### src/rtl/traffic_scheduler.sv
// Game-state sequencer for the road lanes: runs the IDLE/LOAD/RUN/PAUSED/CRASH/OVER
// machine and produces per-lane movement strobes whose rate depends on lane and level.
module traffic_scheduler #(
    parameter int                     NUM_LANES   = 4,
    parameter int                     PRESCALE    = 500000,
    parameter logic [4*NUM_LANES-1:0] LANE_BASE   = 16'h8642,
    parameter int                     CRASH_TICKS = 8,
    parameter int                     LIVES       = 3
) (
    input  logic                   clk,
    input  logic                   reset_n,
    input  logic                   start,
    input  logic                   pause,
    input  logic                   collision,
    input  logic                   level_up,
    output logic [NUM_LANES-1:0]   move_tick,
    output logic                   lane_load,
    output logic [2*NUM_LANES-1:0] lane_dir,
    output logic [2:0]             level,
    output logic [1:0]             lives,
    output logic [2:0]             state
);

    localparam int PW = $clog2(PRESCALE);
    localparam int CW = $clog2(CRASH_TICKS + 1);

    typedef enum logic [2:0] {
        IDLE   = 3'd0,
        LOAD   = 3'd1,
        RUN    = 3'd2,
        PAUSED = 3'd3,
        CRASH  = 3'd4,
        OVER   = 3'd5
    } state_t;

    state_t          cur_state;
    state_t          next_state;
    logic [PW-1:0]   presc;
    logic [CW-1:0]   crash_cnt;
    logic            base_tick;
    logic            crash_done;
    logic [3:0]      period   [NUM_LANES];
    logic [3:0]      lane_cnt [NUM_LANES];

    assign state      = cur_state;
    assign base_tick  = ((cur_state == RUN) || (cur_state == CRASH)) && (presc == PW'(PRESCALE - 1));
    assign crash_done = (cur_state == CRASH) && base_tick && (crash_cnt == CW'(CRASH_TICKS - 1));

    // Per-lane period shrinks with level but never drops below one base tick.
    for (genvar g = 0; g < NUM_LANES; g++) begin : g_lane
        logic [3:0] base;
        assign base                = LANE_BASE[4*g +: 4];
        assign period[g]           = (base > {1'b0, level}) ? (base - {1'b0, level}) : 4'd1;
        assign lane_dir[2*g +: 2]  = {1'b0, 1'(g % 2)};
    end

    always_comb begin
        next_state = cur_state;
        case (cur_state)
            IDLE:    if (start) next_state = LOAD;
            OVER:    if (start) next_state = LOAD;
            LOAD:    next_state = RUN;
            RUN: begin
                if (collision)     next_state = CRASH;
                else if (level_up) next_state = LOAD;
                else if (pause)    next_state = PAUSED;
            end
            PAUSED:  if (pause) next_state = RUN;
            CRASH:   if (crash_done) next_state = (lives == 2'd0) ? OVER : LOAD;
            default: next_state = IDLE;
        endcase
    end

    always_ff @(posedge clk or negedge reset_n) begin
        if (!reset_n) begin
            cur_state <= IDLE;
            lane_load <= 1'b0;
        end else begin
            cur_state <= next_state;
            lane_load <= (next_state == LOAD);
        end
    end

    // Prescaler restarts on LOAD and on entry to CRASH so the crash lasts a fixed time.
    always_ff @(posedge clk or negedge reset_n) begin
        if (!reset_n) begin
            presc     <= '0;
            crash_cnt <= '0;
        end else begin
            if (cur_state == LOAD || (cur_state == RUN && next_state == CRASH))
                presc <= '0;
            else if (cur_state == RUN || cur_state == CRASH)
                presc <= base_tick ? '0 : presc + 1'b1;

            if (cur_state != CRASH)
                crash_cnt <= '0;
            else if (base_tick)
                crash_cnt <= crash_cnt + 1'b1;
        end
    end

    always_ff @(posedge clk or negedge reset_n) begin
        if (!reset_n) begin
            level <= 3'd0;
            lives <= 2'(LIVES);
        end else begin
            if (cur_state == OVER && start) begin
                level <= 3'd0;
                lives <= 2'(LIVES);
            end else if (cur_state == RUN) begin
                if (collision) begin
                    if (lives != 2'd0) lives <= lives - 2'd1;
                end else if (level_up && level != 3'd7) begin
                    level <= level + 3'd1;
                end
            end
        end
    end

    always_ff @(posedge clk or negedge reset_n) begin
        if (!reset_n) begin
            move_tick <= '0;
            for (int i = 0; i < NUM_LANES; i++) lane_cnt[i] <= 4'd0;
        end else begin
            for (int i = 0; i < NUM_LANES; i++) begin
                move_tick[i] <= (cur_state == RUN) && base_tick && (lane_cnt[i] == 4'd1);
                if (cur_state == LOAD)
                    lane_cnt[i] <= period[i];
                else if (cur_state == RUN && base_tick)
                    lane_cnt[i] <= (lane_cnt[i] == 4'd1) ? period[i] : lane_cnt[i] - 4'd1;
            end
        end
    end

endmodule

### config.mk
export PLATFORM = sky130hd
export DESIGN_NAME = traffic_scheduler
export DESIGN_NICKNAME = d
export VERILOG_FILES = /design/src/rtl/traffic_scheduler.sv
export SDC_FILE = /design/constraint.sdc
export NUM_CORES = 1
export LEC_CHECK = 0
export ABC_AREA = 1
export BUFFER_PORTS_ARGS = -buffer_cell sky130_fd_sc_hd__clkbuf_2
export CORE_UTILIZATION = 65
export CTS_BUF_LIST = sky130_fd_sc_hd__clkbuf_8
export DETAILED_ROUTE_END_ITERATION = 6
export GPL_ROUTABILITY_DRIVEN = 0
export PLACE_DENSITY = 0.87
export SLEW_MARGIN = 10
export SYNTH_ARGS = -nofsm -noshare
export SYNTH_HDL_FRONTEND = slang
export SYNTH_SLANG_ARGS = --single-unit
### constraint.sdc
create_clock -name clk -period 3.2 [get_ports clk]
set_clock_uncertainty 0.05 [all_clocks]
set_input_delay 0.48 -clock clk [delete_from_list [all_inputs] [get_ports clk]]
set_output_delay 0.48 -clock clk [all_outputs]
set_load 0.005 [all_outputs]
==> results of run 1 <==
[worst register-to-register path, stage by stage, from the launching register on]
cell and delay (ns):
dfrtp_1 0.40, ha_1 0.25, nand2_1 0.10, inv_1 0.06, nand3_1 0.12, nor2_4 0.21, nand2_4 0.10, nand2_4 0.30
inv_2 0.13, nand2_1 0.08, o21ai_1 0.06
[final timing paths]
| kind | start | endpoint | slack (ns) | cells after the start |
|---|---|---|---|---|
| hold reg to reg | crash_cnt[2] | crash_cnt[2] | 0.42 | 1 |
| hold / removal | reset_n | presc[11] | 0.06 | 1 |
| setup / recovery | presc[0] | lane_cnt[7] | 1.23 | 10 |
| setup reg to reg | presc[0] | lane_cnt[7] | 1.23 | 10 |
| min in group clk | crash_cnt[2] | crash_cnt[2] | 0.42 | 1 |
| max in group asynchronous | reset_n | lives[1] | 2.20 | 2 |
[per-layer routing]
metal,global-route usage,wire length (um),vias to the layer above
met5,0,0,-
met4,0.0776,109,0
met3,0.0428,383,13
met2,0.459,3350,96
met1,0.393,3330,1347
li1,-,-,1459
[logic make-up (layout without fill, tap and decap cells)]
| logic type | after synthesis | count (layout) | synth area share |
|---|---|---|---|
| simple gates | 224 | 224 | 0.314 |
| buf+inv | 78 | 92 | 0.103 |
| compound gates | 60 | 60 | 0.108 |
| flops | 52 | 52 | 0.378 |
| fa+ha+maj | 17 | 17 | 0.0616 |
| xor+xnor | 13 | 13 | 0.0330 |
| other cells | 2 | 8 | 0.00217 |
[stage by stage]
stage	cells	utilization
2_1_floorplan	452	-
3_3_place_gp	528	0.695
3_5_place_dp	528	0.695
4_1_cts	536	0.713
5_1_grt	536	0.713
6_report	536	0.713
[synth_stat cells (2+ instances only)]
master and count:
nand2_1 87, nor2_1 52, dfrtp_1 50, inv_1 46, nand3_1 42, inv_2 18
ha_1 17, o21ai_1 17, o21ai_0 15, xor2_1 10, a21oi_1 9, buf_4 9
nand4_1 9, nor3_1 9, nand2_2 7, o21ai_2 7, nor2_2 4, nand2_4 3
xnor2_1 3, buf_6 2, conb_1 2, dfstp_2 2, nand3_2 2, nand3_4 2
nor2_4 2, nor2_8 2, nor3_2 2, o211ai_1 2, o21bai_1 2, o22ai_1 2
[final cells by class]
| cell class | instances | area share |
|---|---|---|
| clock buffer | 6 | 0.0227 |
| multi-input combinational | 322 | 0.499 |
| timing repair buffer | 19 | 0.0268 |
| inverter | 65 | 0.0677 |
| clock inverter | 2 | 0.00206 |
| sequential | 52 | 0.358 |
| tap | 70 | 0.0241 |
[sequential cells by signal (all words and copies together), names as in the netlist]
register   cells
lives          2
crash_cnt      4
presc         19
move_tick      4
state          3
lane_load      1
level          3
lane_cnt      16
[power by group]
part	internal [mW]	switching, mW	total [mW]
sequential	0.822	0.125	0.947
combinational	0.494	0.962	1.46
clock	0.171	0.212	0.382
==> flow_metrics.py, run 1 <==
metrics = {
    "setup_path": {
        "endpoint_kind": "flip-flop",
        "worst-path-max-fanout": 27,
        "required_ns": 3.34,
        "slowest_delay_ns": 0.40,
        "path_delay_family": "simple AND/OR/NAND/NOR gates",
        "worst_path_max_delay_cell": "dfrtp_1",
        "arrival_ns": 2.11,
        "path_class": "reg2reg",
        "crit_path_start_kind": "flip-flop",
        "cp_num_buf_inv": 2,
        "cp_cell_sequence": "ha_1 -> nand2_1 -> inv_1 -> nand3_1 -> nor2_4 -> nand2_4 -> nand2_4 -> inv_2 -> nand2_1 -> o21ai_1",
    },
    "clock_network": {
        "cts_buffer_depth": 2,
        "htreeDepth": 2,
        "hold_buffers": 0,
        "cts_buffers": 5,
        "clock_sinks": 52,
        "tritoncts": "done",
        "clockRootBuffer": "clkbuf_8",
        "ctsResizeCount": 0,
        "cts_setup_buffers": 0,
        "clk_pin_slew_ns": 0.10,
        "insertion_delay_ns": 0.31,
    },
    "drt": {
        "wl_per_cell_um": 13.4,
        "dr.first_iter.drc_count": 303,
        "num_vias": 2915,
        "wirelength_mm": 7.18,
        "antenna_left": 0,
        "firstDrtPassIters": 6,
        "viasPerCell": 5.44,
        "drc": 0,
    },
    "cells_and_area": {
        "multiInputGateArea_mm2": 0.00182,
        "layout_commonest_cell": "nand2_1",
        "drive_gt1_frac": 0.174,
        "diodes": 0,
        "fillers": 398,
        "area_growth_pct": 5.43,
        "register_area_mm2": 0.00130,
        "finish.net_count": 488,
        "design_area_mm2": 0.00364,
        "final_cell_mix": "87 x nand2_1, 52 x nor2_1, 50 x dfrtp_1",
    },
    "timing": {
        "setup_viol": 0,
        "fmax_ghz": 0.509,
        "layout_setup_ws_ns": 1.23,
        "grt_setup_unrepaired": "false",
        "slew_violations": 0,
        "fin_tns_setup_ns": 0,
        "finalHoldViolCount": 0,
        "period_share": 0.614,
        "finalCriticalPeriod_ns": 1.97,
        "hold_ws_ns": 0.0556,
    },
    "floorplanning": {
        "initial_utilization": 0.676,
        "rows": 26,
        "core-area_mm2": 0.00511,
        "dieWidth_um": 74.9,
        "die-area_mm2": 0.00561,
        "ioPinCount": 27,
        "dieHeight_um": 74.9,
    },
    "pwr": {
        "finalPower_mw": 2.78,
        "p_leak_nw": 1.75,
        "vdd_drop_max_mv": 0.568,
        "powerDensity_mw_per_mm2": 765,
    },
    "yosys": {
        "avgSynthCellArea_um2": 7.74,
        "ys_ff_latch": 52,
        "yosys_warnings": 0,
        "synth_edf_count": 0,
        "synth_area_leaders": "dfrtp_1 36%, nand2_1 9.5%, ha_1 6.2%",
        "syn_area_mm2": 0.00345,
        "synth.distinct_cells": 40,
        "synthArstFlopShare": 1.00,
        "yosysTopAreaCell": "dfrtp_1",
        "synth_cells": 446,
        "synth_top_area_share": 0.362,
        "yosysSeqAreaShare": 0.378,
        "synth_ff_type": "dfrtp_1",
    },
    "global_route": {
        "grt_use_total": 0.281,
        "grt.overflow.total": 0,
        "antenna_found_initial": 0,
        "grt_max_degree": 35,
        "grt_pass1_wl_mm": 12.0,
        "first_global_vias": 2700,
    },
    "placement": {
        "hpwl_mm": 5.32,
        "port_buffers": 18,
        "pre_cts_ws_ns": 1.29,
        "dpl_cell_area_mm2": 0.00355,
    },
    "run": {
        "drv_cap": 0,
    },
    "outcome": {
        "status": "finished, final reports clean",
    },
    "worst_hold_path": {
        "hp-class": "in2async",
    },
}
Power figures use the tool's default switching activity.
==> run 2, diff against run 1 <==
Settings changed: CORE_UTILIZATION 65 to 62, PLACE_DENSITY 0.87 to 0.84.
Clock period 3.2 ns to 1.9 ns, I/O delays scaled along.
==> run 2 against run 1 <==
Against the previous run:
- cell count increased by 1.3%
- total power increased by 74%
- non-clock buffer count increased by 7
- critical path type unchanged
- largest power group unchanged
==> flow_metrics.py, run 2 (synthesis gave the netlist of run 1 again) <==
metrics = {
    "outcome": {
        "status": "finished, final reports clean",
    },
    "setup_path": {
        "slowest_delay_ns": 0.45,
        "worst-path-max-fanout": 14,
        "cp_num_buf_inv": 2,
        "r2r_start": "presc[6]",
        "crit_path_start_kind": "flip-flop",
        "cp_common_cell": "nand2_4",
        "endpoint_kind": "flip-flop",
        "cp_cell_sequence": "inv_1 -> nand2_1 -> nor2_1 -> nand3_1 -> nor2_4 -> nand2_4 -> nand2_4 -> buf_12 -> nand2_2 -> o21ai_2",
        "path_delay_family": "simple AND/OR/NAND/NOR gates",
        "required_ns": 2.10,
        "worst_path_max_delay_cell": "dfrtp_1",
        "path_class": "reg2reg",
        "arrival_ns": 1.97,
        "startpoint": "presc[6]",
    },
    "timing": {
        "fmax_ghz": 0.566,
        "finalCriticalPeriod_ns": 1.77,
        "grt_setup_unrepaired": "false",
        "maxSlewHeadroom": 0.647,
        "worst_pin_slew_ns": 0.530,
        "finalHoldViolCount": 0,
        "fin_tns_setup_ns": 0,
        "period_share": 0.930,
        "setup_viol": 0,
        "slew_violations": 0,
        "layout_setup_ws_ns": 0.132,
    },
    "worst_hold_path": {
        "worstHoldStart": "start",
        "hp-class": "in2reg",
    },
    "drt": {
        "viasPerCell": 5.47,
        "dr.first_iter.drc_count": 245,
        "wirelength_mm": 7.35,
        "antenna_left": 0,
        "wl_per_cell_um": 13.5,
        "drc": 0,
        "num_vias": 2969,
        "firstDrtPassIters": 5,
    },
    "clock_network": {
        "tritoncts": "done",
        "cts_buffer_depth": 2,
        "clk_pin_slew_ns": 0.10,
        "clock_sinks": 52,
        "htreeDepth": 2,
        "insertion_delay_ns": 0.31,
        "clockRootBuffer": "clkbuf_8",
        "cts_buffers": 5,
    },
    "run": {
        "drv_cap": 0,
    },
    "global_route": {
        "first_global_vias": 2884,
        "grt_max_degree": 35,
        "antenna_found_initial": 0,
        "grt_pass1_wl_mm": 12.7,
        "grt_use_total": 0.273,
        "grt.overflow.total": 0,
    },
    "cells_and_area": {
        "regMostFlops": "presc",
        "final_cell_mix": "87 x nand2_1, 52 x nor2_1, 50 x dfrtp_1",
        "diodes": 0,
        "design_area_mm2": 0.00373,
        "largest_reg_flops": 19,
        "finish.net_count": 495,
        "largestRegisters": "presc (19), lane_cnt (16)",
        "fin_util": 0.713,
        "layout_commonest_cell": "nand2_1",
        "area_growth_pct": 8.15,
        "drive_gt1_frac": 0.190,
    },
    "floorplanning": {
        "initial_utilization": 0.659,
        "dieWidth_um": 76.6,
        "core-area_mm2": 0.00524,
        "die-area_mm2": 0.00587,
        "ioPinCount": 27,
        "rows": 26,
        "dieHeight_um": 76.6,
    },
    "pwr": {
        "p_leak_nw": 1.79,
        "vdd_drop_max_mv": 0.876,
        "powerDensity_mw_per_mm2": 1300,
    },
    "placement": {
        "port_buffers": 18,
        "dpl_cell_area_mm2": 0.00361,
        "hpwl_mm": 5.50,
        "pre_cts_ws_ns": 0.0937,
    },
}
[run 2: power by group]
part	switching (mW)	leakage (nW)	internal, mW
registers	0.210	0.688	1.38
clock network	0.392	0.0516	0.299
logic	1.65	1.05	0.911
[run 2: routing by layer]
metal | vias up | wire (um) | GRT usage
met1 | 1366 | 3290 | 0.357
met5 | - | 0 | 0
met4 | 0 | 163 | 0.123
met3 | 18 | 455 | 0.0683
li1 | 1473 | - | -
met2 | 112 | 3430 | 0.427
[run 2: area by class of cell]
class	instances	area, um2
Clock buffer	6	82.6
Clock inverter	2	13.8
Fill cell	409	1500
Inverter	65	246
Multi-Input combinational cell	322	1820
Sequential cell	52	1300
Tap cell	70	87.6
Timing Repair Buffer	26	178
[run 2: through the flow]
stage	hold slack (ns)	instances	power [mW]
finish	0.276	543	4.84
global route	0.306	543	5.24
CTS	0.276	541	4.83
global placement	0.226	532	4.01
detailed placement	0.238	532	4.13
floorplan	-0.0606	452	3.55
[run 2: tightest hold or removal path, cell delays in order]
cell,delay [ns]
clkbuf_2,0.09
nor2_1,0.09
nor2_1,0.06
nand2_1,0.08
[run 2: path summary, 6_finish.rpt]
path | cells past startpoint | end | slack (ns)
min | 4 | state[2] | 0.28
min reg2reg | 1 | crash_cnt[2] | 0.42
max in group asynchronous | 3 | lives[0] | 0.76
max reg2reg | 10 | lane_cnt[0] | 0.13
max | 10 | lane_cnt[0] | 0.13
min in group asynchronous | 2 | presc[9] | 0.42
[run 2: what timing repair did]
action                                 in CTS  in global routing
setup endpoints to repair                   0                 15
resized for setup                           0                  2
endpoints found under the hold margin      18                  0
setup buffers                               0                  2
hold buffers                                1                  0
